<file path="config.mk">
export PLATFORM = sky130hd
export DESIGN_NAME = kbd_input_controller
export DESIGN_NICKNAME = d
export VERILOG_FILES = /design/src/rtl/kbd_input_controller.sv
export SDC_FILE = /design/constraint.sdc
export NUM_CORES = 1
export LEC_CHECK = 0
export BUFFER_PORTS_ARGS = -buffer_cell sky130_fd_sc_hd__buf_2
export CORE_UTILIZATION = 65
export CTS_BUF_LIST = sky130_fd_sc_hd__clkbuf_4 sky130_fd_sc_hd__clkbuf_8
export DETAILED_ROUTE_END_ITERATION = 8
export PLACE_DENSITY = 0.87
export SLEW_MARGIN = 20
export SYNTH_ARGS = -nofsm -noshare
export SYNTH_HDL_FRONTEND = slang
export SYNTH_SLANG_ARGS = --single-unit
</file>
<file path="constraint.sdc">
create_clock -name sysclk -period 4.1 [get_ports sysclk]
set_input_delay 0.615 -clock sysclk [delete_from_list [all_inputs] [get_ports sysclk]]
set_output_delay 0.615 -clock sysclk [all_outputs]
set_load 0.05 [all_outputs]
</file>
<file path="src/rtl/kbd_input_controller.sv">
// PS/2 keyboard input controller: scan-code prefix FSM, Shift/Caps tracking
// and a show-ahead character FIFO for the processor's MMIO port.
module kbd_input_controller #(
  parameter int DEPTH = 8,
  parameter int PTR_W = 3
) (
  input  logic             sysclk,
  input  logic             reset,
  input  logic             scan_done_tick,
  input  logic [7:0]       scan_code,
  input  logic [7:0]       ascii_in,
  output logic             letter_case,
  input  logic             rd_en,
  output logic [7:0]       rd_data,
  output logic             data_valid,
  output logic [PTR_W:0]   fifo_count,
  output logic             overflow,
  input  logic             clr_overflow
);

  localparam logic [7:0] C_EXT   = 8'hE0;
  localparam logic [7:0] C_BRK   = 8'hF0;
  localparam logic [7:0] C_LSHFT = 8'h12;
  localparam logic [7:0] C_RSHFT = 8'h59;
  localparam logic [7:0] C_CAPS  = 8'h58;

  localparam logic [PTR_W:0] FULL_CNT = (PTR_W+1)'(DEPTH);

  typedef enum logic [1:0] {
    S_IDLE,
    S_BRK,
    S_EXT,
    S_EXT_BRK
  } state_e;

  state_e state_q, state_d;

  logic shl_q, shl_d;
  logic shr_q, shr_d;
  logic caps_q, caps_d;
  logic lc_q;
  logic push_req;

  logic [7:0]     mem_q [DEPTH];
  logic [PTR_W-1:0] wr_ptr_q, wr_ptr_d;
  logic [PTR_W-1:0] rd_ptr_q, rd_ptr_d;
  logic [PTR_W:0]   cnt_q, cnt_d;
  logic ovf_q, ovf_d;

  logic is_ext, is_brk, is_lsh, is_rsh, is_caps;
  logic empty, full;
  logic do_push, do_pop, drop;

  assign is_ext  = (scan_code == C_EXT);
  assign is_brk  = (scan_code == C_BRK);
  assign is_lsh  = (scan_code == C_LSHFT);
  assign is_rsh  = (scan_code == C_RSHFT);
  assign is_caps = (scan_code == C_CAPS);

  always_ff @(posedge sysclk or posedge reset) begin
    if (reset) begin
      state_q <= S_IDLE;
      shl_q   <= 1'b0;
      shr_q   <= 1'b0;
      caps_q  <= 1'b0;
      lc_q    <= 1'b0;
    end else begin
      state_q <= state_d;
      shl_q   <= shl_d;
      shr_q   <= shr_d;
      caps_q  <= caps_d;
      lc_q    <= (shl_d | shr_d) ^ caps_d;
    end
  end

  always_comb begin
    state_d  = state_q;
    shl_d    = shl_q;
    shr_d    = shr_q;
    caps_d   = caps_q;
    push_req = 1'b0;
    if (scan_done_tick) begin
      unique case (state_q)
        S_IDLE: begin
          unique case (1'b1)
            is_ext:  state_d = S_EXT;
            is_brk:  state_d = S_BRK;
            is_lsh:  shl_d   = 1'b1;
            is_rsh:  shr_d   = 1'b1;
            is_caps: caps_d  = ~caps_q;
            default: push_req = (ascii_in != 8'h00);
          endcase
        end
        S_BRK: begin
          state_d = S_IDLE;
          if (is_lsh) shl_d = 1'b0;
          if (is_rsh) shr_d = 1'b0;
        end
        S_EXT: begin
          state_d = is_brk ? S_EXT_BRK : S_IDLE;
        end
        S_EXT_BRK: begin
          state_d = S_IDLE;
        end
      endcase
    end
  end

  assign empty = (cnt_q == '0);
  assign full  = (cnt_q == FULL_CNT);

  // A pop frees a slot in the same cycle, so a full FIFO still accepts a push
  assign do_pop  = rd_en & ~empty;
  assign do_push = push_req & (~full | do_pop);
  assign drop    = push_req & full & ~do_pop;

  always_comb begin
    wr_ptr_d = wr_ptr_q;
    rd_ptr_d = rd_ptr_q;
    cnt_d    = cnt_q;
    ovf_d    = ovf_q;
    if (do_push) wr_ptr_d = wr_ptr_q + 1'b1;
    if (do_pop)  rd_ptr_d = rd_ptr_q + 1'b1;
    unique case ({do_push, do_pop})
      2'b10:   cnt_d = cnt_q + 1'b1;
      2'b01:   cnt_d = cnt_q - 1'b1;
      default: cnt_d = cnt_q;
    endcase
    if (drop) begin
      ovf_d = 1'b1;
    end else if (clr_overflow) begin
      ovf_d = 1'b0;
    end
  end

  always_ff @(posedge sysclk or posedge reset) begin
    if (reset) begin
      wr_ptr_q <= '0;
      rd_ptr_q <= '0;
      cnt_q    <= '0;
      ovf_q    <= 1'b0;
    end else begin
      wr_ptr_q <= wr_ptr_d;
      rd_ptr_q <= rd_ptr_d;
      cnt_q    <= cnt_d;
      ovf_q    <= ovf_d;
    end
  end

  always_ff @(posedge sysclk) begin
    if (do_push) mem_q[wr_ptr_q] <= ascii_in;
  end

  assign letter_case = lc_q;
  assign rd_data     = empty ? 8'h00 : mem_q[rd_ptr_q];
  assign data_valid  = ~empty;
  assign fifo_count  = cnt_q;
  assign overflow    = ovf_q;

endmodule

</file>
; Word-level counts from Yosys, hierarchy flattened
; Memory sizes are Yosys's and may differ from the RTL's.
; Index checks and enable logic that the tools add are counted.
[op_classes]
n_mux = 23
n_eq_ne = 12
bitwise_logic = 11
n_addsub = 4
reduce_logical = 8
[op_table]
columns = operator, count
row1 = $eq A8 B7 Y1 const B, 2
row2 = $eq A8 B8 Y1 const B, 2
row3 = $mux W1, 16
row4 = $eq A8 B5 Y1 const B, 1
row5 = $mux W8, 1
row6 = $pmux W4 S2, 1
row7 = $reduce_bool A8 Y1, 1
row8 = $add A3 B1 Y3 const B, 2
row9 = $eq A2 B2 Y1 const B, 3
row10 = $pmux W2 S3, 1
row11 = $reduce_or A5 Y1, 1
row12 = $add A4 B1 Y4 const B, 1
row13 = $and A1 B1 Y1, 4
row14 = $eq A2 B1 Y1 const B, 2
row15 = $eq A4 B4 Y1 const B, 1
row16 = $logic_not A4 Y1, 1
row17 = $not A1 Y1, 4
row18 = $pmux W1 S2, 2
row19 = $pmux W2 S2, 1
row20 = $reduce_bool A2 Y1, 2
row21 = $sub A4 B1 Y4 const B, 1
row22 = $ne A3 B3 Y1 const B, 1
row23 = $logic_not A2 Y1, 1
row24 = $mux W2, 1
row25 = 4 further kinds, 5
[totals]
n_memories = 1
inputBits = 21
ff_bits = 17
ram_bits = 64
word_cells = 68
output_inout_bits = 15
[mem_list]
columns = name, words, word_bits, rd, rd_ports_with_merged_regs, wr, line
row1 = mem_q, 8, 8, 1, 0, 1, 44  ; logic [7:0] mem_q [DEPTH];

; Logic depth before layout (Yosys ltp)
[logic_depth]
depth_word = 8
mapped_depth = 11
mapped_depth_nobuf = 11

; Least setup slack after synthesis
; Ideal clock, no wire load.
[synth_timing]
kind = register to register
from = register cnt_q[3], in the netlist fifo_count[3]
to = register cnt_q[3], in the netlist fifo_count[3]
synth_period_minus_slack_ps = 2751
arrival_time_ps = 2669
setup_time_ps = 83
setup_slack_ps = 1349
required_time_ps = 4017
stages_incl_launch_ff = 12
cell_sequence = dfrtp_1 -> nor4_4 -> inv_2 -> nand2_1 -> a41o_1 -> inv_1 -> ha_1 -> nand3_1 -> nand2_1 -> nand4_1 -> o22ai_1 -> xor2_1
[synth_between]
elab_chain_len = 7
word_cells_on_any_way = 13
cone_classes = add/sub: 2 / eq/ne: 3 / mux: 1 / bitwise: 5 / reduce/logical: 2
[synth_rtl]
columns = item, line
row1 = "start, declared", 47  ; logic [PTR_W:0] cnt_q, cnt_d;
row2 = "start signal, assigned", 145  ; cnt_q <= cnt_d;
row3 = $logic_not A4 Y1 (*), 109  ; assign empty = (cnt_q == '0);
row4 = $not A1 Y1 (*), -
row5 = via data_valid, 15  ; output logic data_valid,
row6 = $and A1 B1 Y1 (*), 113  ; assign do_pop = rd_en & ~empty;
row7 = $or A1 B1 Y1, 114  ; assign do_push = push_req & (~full | do_pop);
row8 = $and A1 B1 Y1, 114
row9 = $eq A2 B1 Y1 or $eq A2 B2 Y1 (tied branches), 124  ; unique case ({do_push, do_pop})
row10 = $pmux W4 S2 or $reduce_bool A2 Y1 (tied branches), -
; Mark *: on every way through the listed nets, which the timed path passes. The rest lies on a longest branch.
; A chain may end at the register's enable or synchronous reset.

; Worst setup path in the final report
[layout_timing]
from = register rd_ptr_q[0]
to = output port rd_data[6]
[layout_between]
elab_chain_len = 2
[layout_rtl]
columns = item, line
row1 = "start, declared", 46  ; logic [PTR_W-1:0] rd_ptr_q, rd_ptr_d;
row2 = "start signal, assigned", 144  ; rd_ptr_q <= rd_ptr_d;
row3 = $mem_v2 Z8 W8, -
row4 = $mux W8, 155  ; assign rd_data = empty ? 8'h00 : mem_q[rd_ptr_q];
row5 = "end, declared", 14  ; output logic [7:0] rd_data,
; No other way between the ends.

==> results.md <==
* Outcome: finished clean
* Synth top area cells: edfxtp_1 55%, dfrtp_1 12%, mux4_2 10%
* Most Used Layer, Global Route: met2
* Reg2reg path depth at 11
* Main flop type after synthesis: edfxtp_1
* Part of the power in registers at 0.428
* Largest net degree at the start of global routing at 19
* Commonest cells in the netlist: 64 x edfxtp_1, 17 x dfrtp_1, 16 x mux4_2
* Sw Share at 0.383
* Die ar. at 5630 µm²
* LEAKAGE at 1.48 nW
* RR Endpoint: fifo_count[3]
* CTS tree: done
* Htree depth at 3
* Comb power frac at 0.364
* Hold Buf Count CTS at 0
* Fin util at 0.781
* Drt pass-1 iters at 4
* Clk sinks at 81
* Net switching power at 1.12 mW
* Crit path time final at 2.75 ns
* Top-area cell type share of the netlist area at 0.555
* Area leader, netlist: edfxtp_1
* DRT Wirelength at 6100 µm
* Vias at 1927
* Met2 Track Usage GR at 0.399
* CP startpoint: rd_ptr_q[0]
* CTS resizes at 0
* Max-cap violations at 0
* Met3 GRT Util at 0.0817
* Synth warn at 0
* HPWL after DPL at 4070 µm
* Antenna Diode Count at 0
* Part of the power in the clock network at 0.208
* CP Data Arrival Time at 2.13 ns
* Vias in the first global route at 1876
* Slew @ Worst Pin at 0.848 ns
* Final Net Count at 279
* F_max at 364 MHz
* Remaining DRCs at 0
* Slew Viols, Final at 0
* First-pass GRT wire length at 9490 µm
* Post-route ant nets at 0
* Port bufs at 35
* RePlAce Congestion at 0.737
* Period Utilization, post-route at 0.671
* Initial Utilization at 0.679
* Pwr Total at 2.91 mW
* Synth Instances at 205
* Cell Rows at 26
* Crit Path Class: reg -> out
* Share of synthesized registers carrying an async set or reset at 0.210
* Share of layout cells above drive strength 1 at 0.333
* Root buffer cell: clkbuf_8
* Worst path required time at 3.48 ns
* Critical Path Source Type: flip-flop
* I/O pins at 36
* Setup slack, reg-to-reg at 1.39 ns
* Max IR drop VDD at 481 µV
* Setup crit end kind: primary output
* Avg WL per Cell at 18.6 µm
* Mapped Area at 3470 µm²
* DIE HEIGHT at 75.0 µm
* Power density over the cells at 731 nW/µm²
* Fin area at 3990 µm²
* Via/cell ratio at 5.88
* Post-synth EDFFs at 64
* Crit-path max FO at 17
* Endpoints failing hold at 0
* Met1 GRT Util at 0.324
* Cell-internal power at 1.80 mW
* Die Wd at 75.0 µm
* Slowest cell on crit path: dfrtp_2
* Worst-Skew Late Latency at 0.34 ns
* Average size of a mapped cell at 16.9 µm²
* Worst relative slew slack at 0.433
* Seq/Total Area, Yosys at 0.677
* Cell Area, Placed at 3780 µm²
* CTS Buf Count at 9
* CTS max path bufs at 2
* Area Growth Syn to Fin at 15.0%
* Unique cell type count in the Yosys netlist at 41
* Hold WC Path Type: in -> async
* CP cell instances: mux4_2, mux2i_1, nor2_1, buf_2
* Total congestion overflow at 0
* Initial antenna violation count at 0
* Setup TNS Final at 0 ns
* Initial DRC count at 113
* R2r startpoint: fifo_count[3]
* RSZ-0062 raised after global routing: no
* Synthesized flop and latch total at 81
* Syn_nets at 231
* Post-CTS setup repair buffer count at 0
* Count leader, synth: edfxtp_1
* Core footprint at 5110 µm²
* Largest stage delay, worst path at 0.74 ns
* # setup viols final at 0
* Clock Skews at 0.00556 ns
* Tot GR Track Use at 0.250
* Worst-path clk slew at 0.08 ns
registers in the layout (all words and copies together) (netlist names):
signal	cells
state_q	2
overflow	1
shr_q	1
caps_q	1
wr_ptr_q	3
rd_ptr_q	3
shl_q	1
mem_q	64
fifo_count	4
letter_case	1
how the worst max path moves through the flow:
stage                    endpoint  cells past startpoint
floorplan           fifo_count[3]                     11
global placement    fifo_count[3]                     11
detailed placement  fifo_count[3]                     11
CTS                    rd_data[6]                      4
global route        fifo_count[3]                     11
finish                 rd_data[6]                      4
layout make-up:
class                           instances  area, µm²
Clock buffer                            9        124
Sequential cell                        81       2350
Tap cell                               70       87.6
Inverter                                8       30.0
Clock inverter                          7       85.1
Fill cell                             303       1120
Multi-Input combinational cell        110       1080
Timing Repair Buffer                   43        235
power groups by stage:
stage | Clock (mW) | Combinational [mW] | Sequential (mW)
finish | 0.607 | 1.06 | 1.25
global route | 0.649 | 1.14 | 1.27
CTS | 0.619 | 1.07 | 1.25
detailed placement | 0 | 1.06 | 1.27
global placement | 0 | 1.04 | 1.26
floorplan | 0 | 0.851 | 1.21
worst max-delay path, delay by kind of cell, from the launching register on:
kind	cells	cell delay, ns
buffers and inverters	1	0.24
DFF	1	0.74
muxes	2	0.75
and+or+nand+nor	1	0.05
cells in the final DEF (no fill, tap or decap), types with 7 or more instances in the layout:
cell,n
edfxtp_1,64
buf_2,35
mux4_2,16
dfrtp_1,16
nand2_1,12
nor2_1,11
mux2i_1,9
clkbuf_8,9
xnor2_1,8
buf_4,8
inv_1,7
layer usage:
layer	part of all wire	vias up
met5	0	-
met4	0.025	0
met3	0.050	13
met2	0.50	57
met1	0.42	958
li1	-	899
kinds of logic after synthesis:
| family | count (synthesis) | share of synthesized area |
|---|---|---|
| buf+inv | 14 | 0.0159 |
| compound gates | 15 | 0.0343 |
| xor+xnor | 9 | 0.0227 |
| fa+ha+maj | 5 | 0.0202 |
| flops | 81 | 0.677 |
| simple gates | 54 | 0.0921 |
| mux | 27 | 0.138 |
stage by stage:
| stage | worst slack, ns | hold WS, ns | instances |
|---|---|---|---|
| after detailed placement | 1.32 | 0.474 | 312 |
| after global routing | 1.17 | 0.395 | 328 |
| after CTS | 0.931 | 0.355 | 328 |
| after global placement | 1.36 | 0.468 | 312 |
| final | 1.35 | 0.354 | 328 |
| after floorplan | 1.35 | 0.440 | 205 |
No activity file was read; power rests on OpenSTA's default activity.
